## src/rtl/cond_check_unit.sv

```systemverilog
// cond_check_unit: evaluates a 4-bit condition code against NZCV/BIOS flags
// with a one-cycle flag-hazard stall. Optional counters: COND_CHECK_STATS_EN.
module cond_check_unit (
  input  logic        clock_i,
  input  logic        reset_i,
  input  logic        req_valid_i,
  output logic        req_ready_o,
  input  logic [3:0]  cond_i,
  input  logic        flag_update_pending_i,
  input  logic        negative_flag_i,
  input  logic        zero_flag_i,
  input  logic        carry_flag_i,
  input  logic        overflow_flag_i,
  input  logic        mode_flag_i,
  input  logic        is_bios_i,
  output logic        resp_valid_o,
  input  logic        resp_ready_i,
  output logic        take_o,
  output logic [15:0] taken_count_o,
  output logic [15:0] skipped_count_o
);

  typedef enum logic [1:0] {
    S_IDLE,
    S_HAZARD,
    S_EVAL,
    S_RESP
  } state_e;

  state_e     state_q, state_d;
  logic [3:0] cond_q, cond_d;
  logic       take_q, take_d;
  logic       resp_valid_q, resp_valid_d;
  logic       cond_hit;
  logic       hs;

  // M never participates in any condition
  logic unused_mode;
  assign unused_mode = mode_flag_i;

  // condition table on the captured code and live flags
  always_comb begin
    cond_hit = 1'b0;
    unique case (cond_q)
      4'd0:  cond_hit = zero_flag_i;
      4'd1:  cond_hit = !zero_flag_i;
      4'd2:  cond_hit = carry_flag_i;
      4'd3:  cond_hit = !carry_flag_i;
      4'd4:  cond_hit = negative_flag_i;
      4'd5:  cond_hit = !negative_flag_i;
      4'd6:  cond_hit = overflow_flag_i;
      4'd7:  cond_hit = !overflow_flag_i;
      4'd8:  cond_hit = carry_flag_i & !zero_flag_i;
      4'd9:  cond_hit = !carry_flag_i | zero_flag_i;
      4'd10: cond_hit = negative_flag_i == overflow_flag_i;
      4'd11: cond_hit = negative_flag_i != overflow_flag_i;
      4'd12: cond_hit = !zero_flag_i &
                        (negative_flag_i == overflow_flag_i);
      4'd13: cond_hit = zero_flag_i |
                        (negative_flag_i != overflow_flag_i);
      4'd14: cond_hit = 1'b1;
      4'd15: cond_hit = is_bios_i;
      default: cond_hit = 1'b0;
    endcase
  end

  // next-state and datapath updates
  always_comb begin
    state_d      = state_q;
    cond_d       = cond_q;
    take_d       = take_q;
    resp_valid_d = resp_valid_q;
    unique case (state_q)
      S_IDLE: begin
        if (req_valid_i) begin
          cond_d  = cond_i;
          state_d = flag_update_pending_i ? S_HAZARD : S_EVAL;
        end
      end
      S_HAZARD: state_d = S_EVAL;
      S_EVAL: begin
        take_d       = cond_hit;
        resp_valid_d = 1'b1;
        state_d      = S_RESP;
      end
      S_RESP: begin
        if (resp_ready_i) begin
          resp_valid_d = 1'b0;
          state_d      = S_IDLE;
        end
      end
      default: state_d = S_IDLE;
    endcase
  end

  // state and result registers
  always_ff @(posedge clock_i or posedge reset_i) begin
    if (reset_i) begin
      state_q      <= S_IDLE;
      cond_q       <= 4'd0;
      take_q       <= 1'b0;
      resp_valid_q <= 1'b0;
    end else begin
      state_q      <= state_d;
      cond_q       <= cond_d;
      take_q       <= take_d;
      resp_valid_q <= resp_valid_d;
    end
  end

  assign hs           = (state_q == S_RESP) & resp_ready_i;
  assign req_ready_o  = (state_q == S_IDLE);
  assign resp_valid_o = resp_valid_q;
  assign take_o       = take_q;

`ifdef COND_CHECK_STATS_EN
  logic [15:0] taken_q, skipped_q;

  // saturating per-handshake outcome counters
  always_ff @(posedge clock_i or posedge reset_i) begin
    if (reset_i) begin
      taken_q   <= 16'd0;
      skipped_q <= 16'd0;
    end else if (hs) begin
      if (take_q) begin
        if (taken_q != 16'hFFFF) taken_q <= taken_q + 16'd1;
      end else begin
        if (skipped_q != 16'hFFFF) skipped_q <= skipped_q + 16'd1;
      end
    end
  end

  assign taken_count_o   = taken_q;
  assign skipped_count_o = skipped_q;
`else
  logic unused_hs;
  assign unused_hs       = hs;
  assign taken_count_o   = 16'd0;
  assign skipped_count_o = 16'd0;
`endif

endmodule

```

## config.mk

```make
export PLATFORM = sky130hd
export DESIGN_NAME = cond_check_unit
export DESIGN_NICKNAME = d
export VERILOG_FILES = /design/src/rtl/cond_check_unit.sv
export SDC_FILE = /design/constraint.sdc
export NUM_CORES = 1
export LEC_CHECK = 0
export CORE_ASPECT_RATIO = 1.75
export CORE_MARGIN = 2
export CORE_UTILIZATION = 23
export DETAILED_ROUTE_END_ITERATION = 8
export SETUP_SLACK_MARGIN = 0.4
export SYNTH_ARGS = -nofsm -noshare
export SYNTH_HDL_FRONTEND = slang
export SYNTH_SLANG_ARGS = --single-unit
export TNS_END_PERCENT = 1
```

## constraint.sdc

```tcl
create_clock -name clock_i -period 1.5 [get_ports clock_i]
set_input_delay 0.45 -clock clock_i [delete_from_list [all_inputs] [get_ports clock_i]]
set_output_delay 0.45 -clock clock_i [all_outputs]
set_load 0.05 [all_outputs]
```

# Word level (Yosys, flattened, before mapping)
# Cells that the tools add are included.
[classes] mul=0 shifts=0 muxes=7 bitwise_logic=4 n_eq_ne=22 add_sub_neg=0 n_reduce_logical=10 div_mod_pow=0 order_cmp=0
[op_table] op="$eq A4 B4 Y1 const B" count=8
[op_table] op="$eq A4 B3 Y1 const B" count=4
[op_table] op="$pmux W1 S16" count=1
[op_table] op="$eq A4 B2 Y1 const B" count=2
[op_table] op="$pmux W2 S4" count=1
[op_table] op="$mux W2" count=3
[op_table] op="$reduce_and A2 Y1" count=3
[op_table] op="$eq A2 B2 Y1 const B" count=2
[op_table] op="$eq A4 B1 Y1 const B" count=1
[op_table] op="$logic_not A1 Y1" count=4
[op_table] op="$logic_not A4 Y1" count=1
[op_table] op="$ne A2 B2 Y1 const B" count=2
[op_table] op="$and A1 B1 Y1" count=2
[op_table] op="$eq A2 B1 Y1 const B" count=1
[op_table] op="$logic_not A2 Y1" count=1
[op_table] op="$or A1 B1 Y1" count=2
[op_table] op="$pmux W1 S2" count=1
[op_table] op="$reduce_bool A2 Y1" count=1
[op_table] op="$eq A1 B1 Y1" count=1
[op_table] op="$mux W1" count=1
[op_table] op="$ne A1 B1 Y1" count=1
[totals] mem_bits_ro=0 ramBits=0 word_cells=47 mem_count=0 reg_bits=8 latchBits=0

# Logic depth before layout (Yosys ltp)
[logic_depth] ltp_word=3 ltp_mapped=6

# Worst setup path after synthesis
# Ideal clock, no wire load.
[synth_timing] path_type="register to register" from="reg state_q[0]" to="reg cond_q[0]" setup_slack_ps=-110 setup_time_ps=125 arrival_time_ps=1485 path_stages_with_launch=5 cell_sequence="dfrtp_1 > inv_1 > ha_1 > nand2_1 > mux2_2"
[synth_via] elab_chain_cells=2
[synth_rtl] element="start, declared" line="30" source="state_e state_q, state_d;"
[synth_rtl] element="start signal, assigned" line="104" source="state_q <= state_d;"
[synth_rtl] element="$logic_not A2 Y1"
[synth_rtl] element="via req_ready_o" line="7" source="output logic req_ready_o,"
[synth_rtl] element="$reduce_and A2 Y1 (no line)"
[synth_rtl] element="end signal, assigned" line="105" source="cond_q <= cond_d;"
[synth_rtl] element="end, declared" line="31" source="logic [3:0] cond_q, cond_d;"
# The timed path passes the listed nets, and every way through them passes these cells.
# A chain may end at the register's enable or synchronous reset.

# Final worst setup path
[layout_timing] from="reg state_q[1]" to="out req_ready_o"
[layout_via] elab_chain_cells=1
[layout_rtl] element="$logic_not A2 Y1" line="112" source="assign req_ready_o = (state_q == S_IDLE);"
[layout_rtl] element="end, declared" line="7"
# No other way between the ends.

==> qor.txt <==
Final ANT Viol Nets: 0
Critical-path cell list: inv_2, ha_4, buf_12
Sequential share of the synthesized area: 0.231
P&R area growth vs syn: 29.0%
R2R Path Start: cond_q[3]$_DFFE_PP0P_
CP top delay family: flip-flops
CP Max Fanout: 2
Max Cap Viol: 0
Gpl congestion: 0.760
Flop pwr share: 0.242
GRT Total Usage: 0.0883
Worst Setup SP: state_q[1]$_DFFE_PP0P_
# IOs: 50
Sw Ratio: 0.463
Max H-tree Level: 1
Run status: complete, no violations
CP Launch Type: flip-flop
Height of the die: 85.2 µm
Final slew viol count: 0
Worst Setup Path Type: flip-flop to primary output
Max frequency: 0.700 GHz
Pre-antenna DRT Iters: 3
Nets: 152
DR DRC count: 0
WP data arrival: 0.98 ns
Ys async rst share: 1.00
Commonest cells after routing, fill and taps aside: conb_1 (32), buf_4 (11), clkdlybuf4s50_1 (9)
Clock share of power: 0.120
Setup violators final: 0
CTS tree: yes
Post-route cell area: 0.00112 mm²
Mapped Area: 867 µm²
Site Rows: 29
Share of cells above drive strength 1: 0.250
Core area: 0.00363 mm²
Antenna Cells: 0
PwrDens: 1930 mW/mm²
Overall die area: 0.00430 mm²
Ys Warns: 0
Worst setup path endpoint: req_ready_o
Comb power frac: 0.638
Vias in the first global route: 720
Gr ovfl total: 0
Via count: 717
Max incr delay on CP: 0.40 ns
Sw power: 0.00100 W
Worst-path clk slew: 0.04 ns
Via-per-instance ratio: 4.03
RSZ-0062 raised after global routing: yes
Minimum clock period after layout: 1.43 ns
WL final: 1700 µm
Crit path capture type: primary output
Commonest non-fill, non-tap cell in the layout: conb_1
Global-route wire length before repair: 2950 µm
Synth Area per Inst: 8.18 µm²
WP data required: 1.05 ns
R2R setup slack: 0.10 ns
Final Cycle Share: 0.953
Pin count of the biggest net entering global routing: 12
Post-DP HPWL: 1380 µm
DRT iter0 DRCs: 14
Slowest cell on the critical path: dfrtp_1
Number of buffers and inverters on the critical path: 2
Clock sink total: 8
Root buf cell: clkbuf_8
Reg2Reg Depth: 5
Buffer depth of the longest clock path: 2
Dominant synthesized flop cell: dfrtp_1
Final hold vios: 0
Max Clock Skew: 0.00192 ns
Die W: 50.4 µm
R2R Path End: take_o$_DFFE_PP0P_
Post-synth EDFFs: 0
Post-Synthesis Cells: 106
Num CTS Buffers: 3
Latest clock arrival within the worst-skew pair: 0.23 ns
I/O Buffers: 16
Initial antenna violation count: 0
Leak Pwr: 0.534 nW
Hold slack: 0.477 ns
Critical path depth: 3
Placed Instance Area: 0.00105 mm²
Min-Delay Path Class: input pin to asynchronous set/reset pin
Starting density of the core: 0.239
WL per Instance: 9.57 µm
Max VDD drop: 0.660 mV
Yosys cell types: 32
Cell internal pwr: 0.00116 W
Post-synthesis register bit count: 8
## state kept, by name, indices dropped and copies added (netlist names)
signal        cells
resp_valid_o      1
take_o            1
cond_q            4
state_q           2
## per-stage QoR
stage	instances	setup TNS [ns]	setup slack [ns]	total power, W	utilization
final	178	0	0.0711	0.00216	0.308
after global routing	178	0	0.0161	0.00233	0.308
after CTS	178	0	0.0489	0.00215	0.306
after detailed placement	173	-0.683	-0.466	0.00184	0.291
after global placement	173	-0.628	-0.449	0.00184	0.291
after floorplan	137	0	0.219	0.00152	-
## layer usage
metal / global-route usage / vias up / part of all wire
met2: 0.160 / 41 / 0.53
met3: 0.0176 / 6 / 0.083
met5: 0 / - / 0
met4: 0.0590 / 0 / 0.036
li1: - / 345 / -
met1: 0.0871 / 325 / 0.35
## area by class of cell
class,instances,area (µm²)
well taps,46,57.6
flip-flops and latches,8,204
clock buffers,3,41.3
repair buffers,28,275
inverters,7,26.3
multi-input cells,86,514
fillers,398,2510
## what timing repair did
item | in CTS | in global routing
resized for setup | 7 | 7
hold buffers | 0 | 0
endpoints found under the hold margin | 0 | 0
endpoints found under the setup margin | 11 | 11
setup buffers | 2 | 0
pin swaps | 6 | 2
## power groups by stage
stage	Combinational, W	Sequential [W]	Clock [W]
after floorplan	0.00105	0.000474	0
after global placement	0.00132	0.000517	0
after detailed placement	0.00132	0.000515	0
after CTS	0.00137	0.000511	0.000268
after global routing	0.00151	0.000551	0.000277
final	0.00138	0.000524	0.000260
## kinds of logic (layout without fill, tap and decap cells)
group,after synthesis,after routing,share of synthesized area
buffers and inverters,43,38,0.343
and+or+nand+nor,28,28,0.172
AOI/OAI and AO/OA,16,16,0.123
DFF,8,8,0.231
muxes,5,5,0.0635
adders and majority gates,3,3,0.0433
xor gates and xnor gates,2,2,0.0202
other,1,32,0.00432
## how the worst min path moves through the flow
stage,startpoint,end,slack (ns),depth (start not counted)
2_1_floorplan,reset_i,cond_q[0]$_DFFE_PP0P_,0.27,1
3_3_place_gp,state_q[1]$_DFFE_PP0P_,state_q[1]$_DFFE_PP0P_,0.55,2
3_5_place_dp,state_q[1]$_DFFE_PP0P_,state_q[1]$_DFFE_PP0P_,0.55,2
4_1_cts,reset_i,state_q[0]$_DFFE_PP0P_,0.49,2
5_1_grt,reset_i,cond_q[0]$_DFFE_PP0P_,0.50,2
6_report,reset_i,state_q[0]$_DFFE_PP0P_,0.48,2
## synthesized netlist by cell type, types with 2 or more instances
cell	instances	area share
nand4_1	2	0.014
nand2b_1	3	0.022
inv_1	7	0.030
nand3_1	3	0.017
ha_1	3	0.043
mux2_2	4	0.052
nor2_1	6	0.026
xnor2_1	2	0.020
nand2_1	8	0.035
buf_4	34	0.29
o22ai_1	2	0.014
o21ai_0	3	0.017
dfrtp_1	8	0.23
a21oi_1	3	0.017
Note: power is estimated with default switching activity, not from simulation.
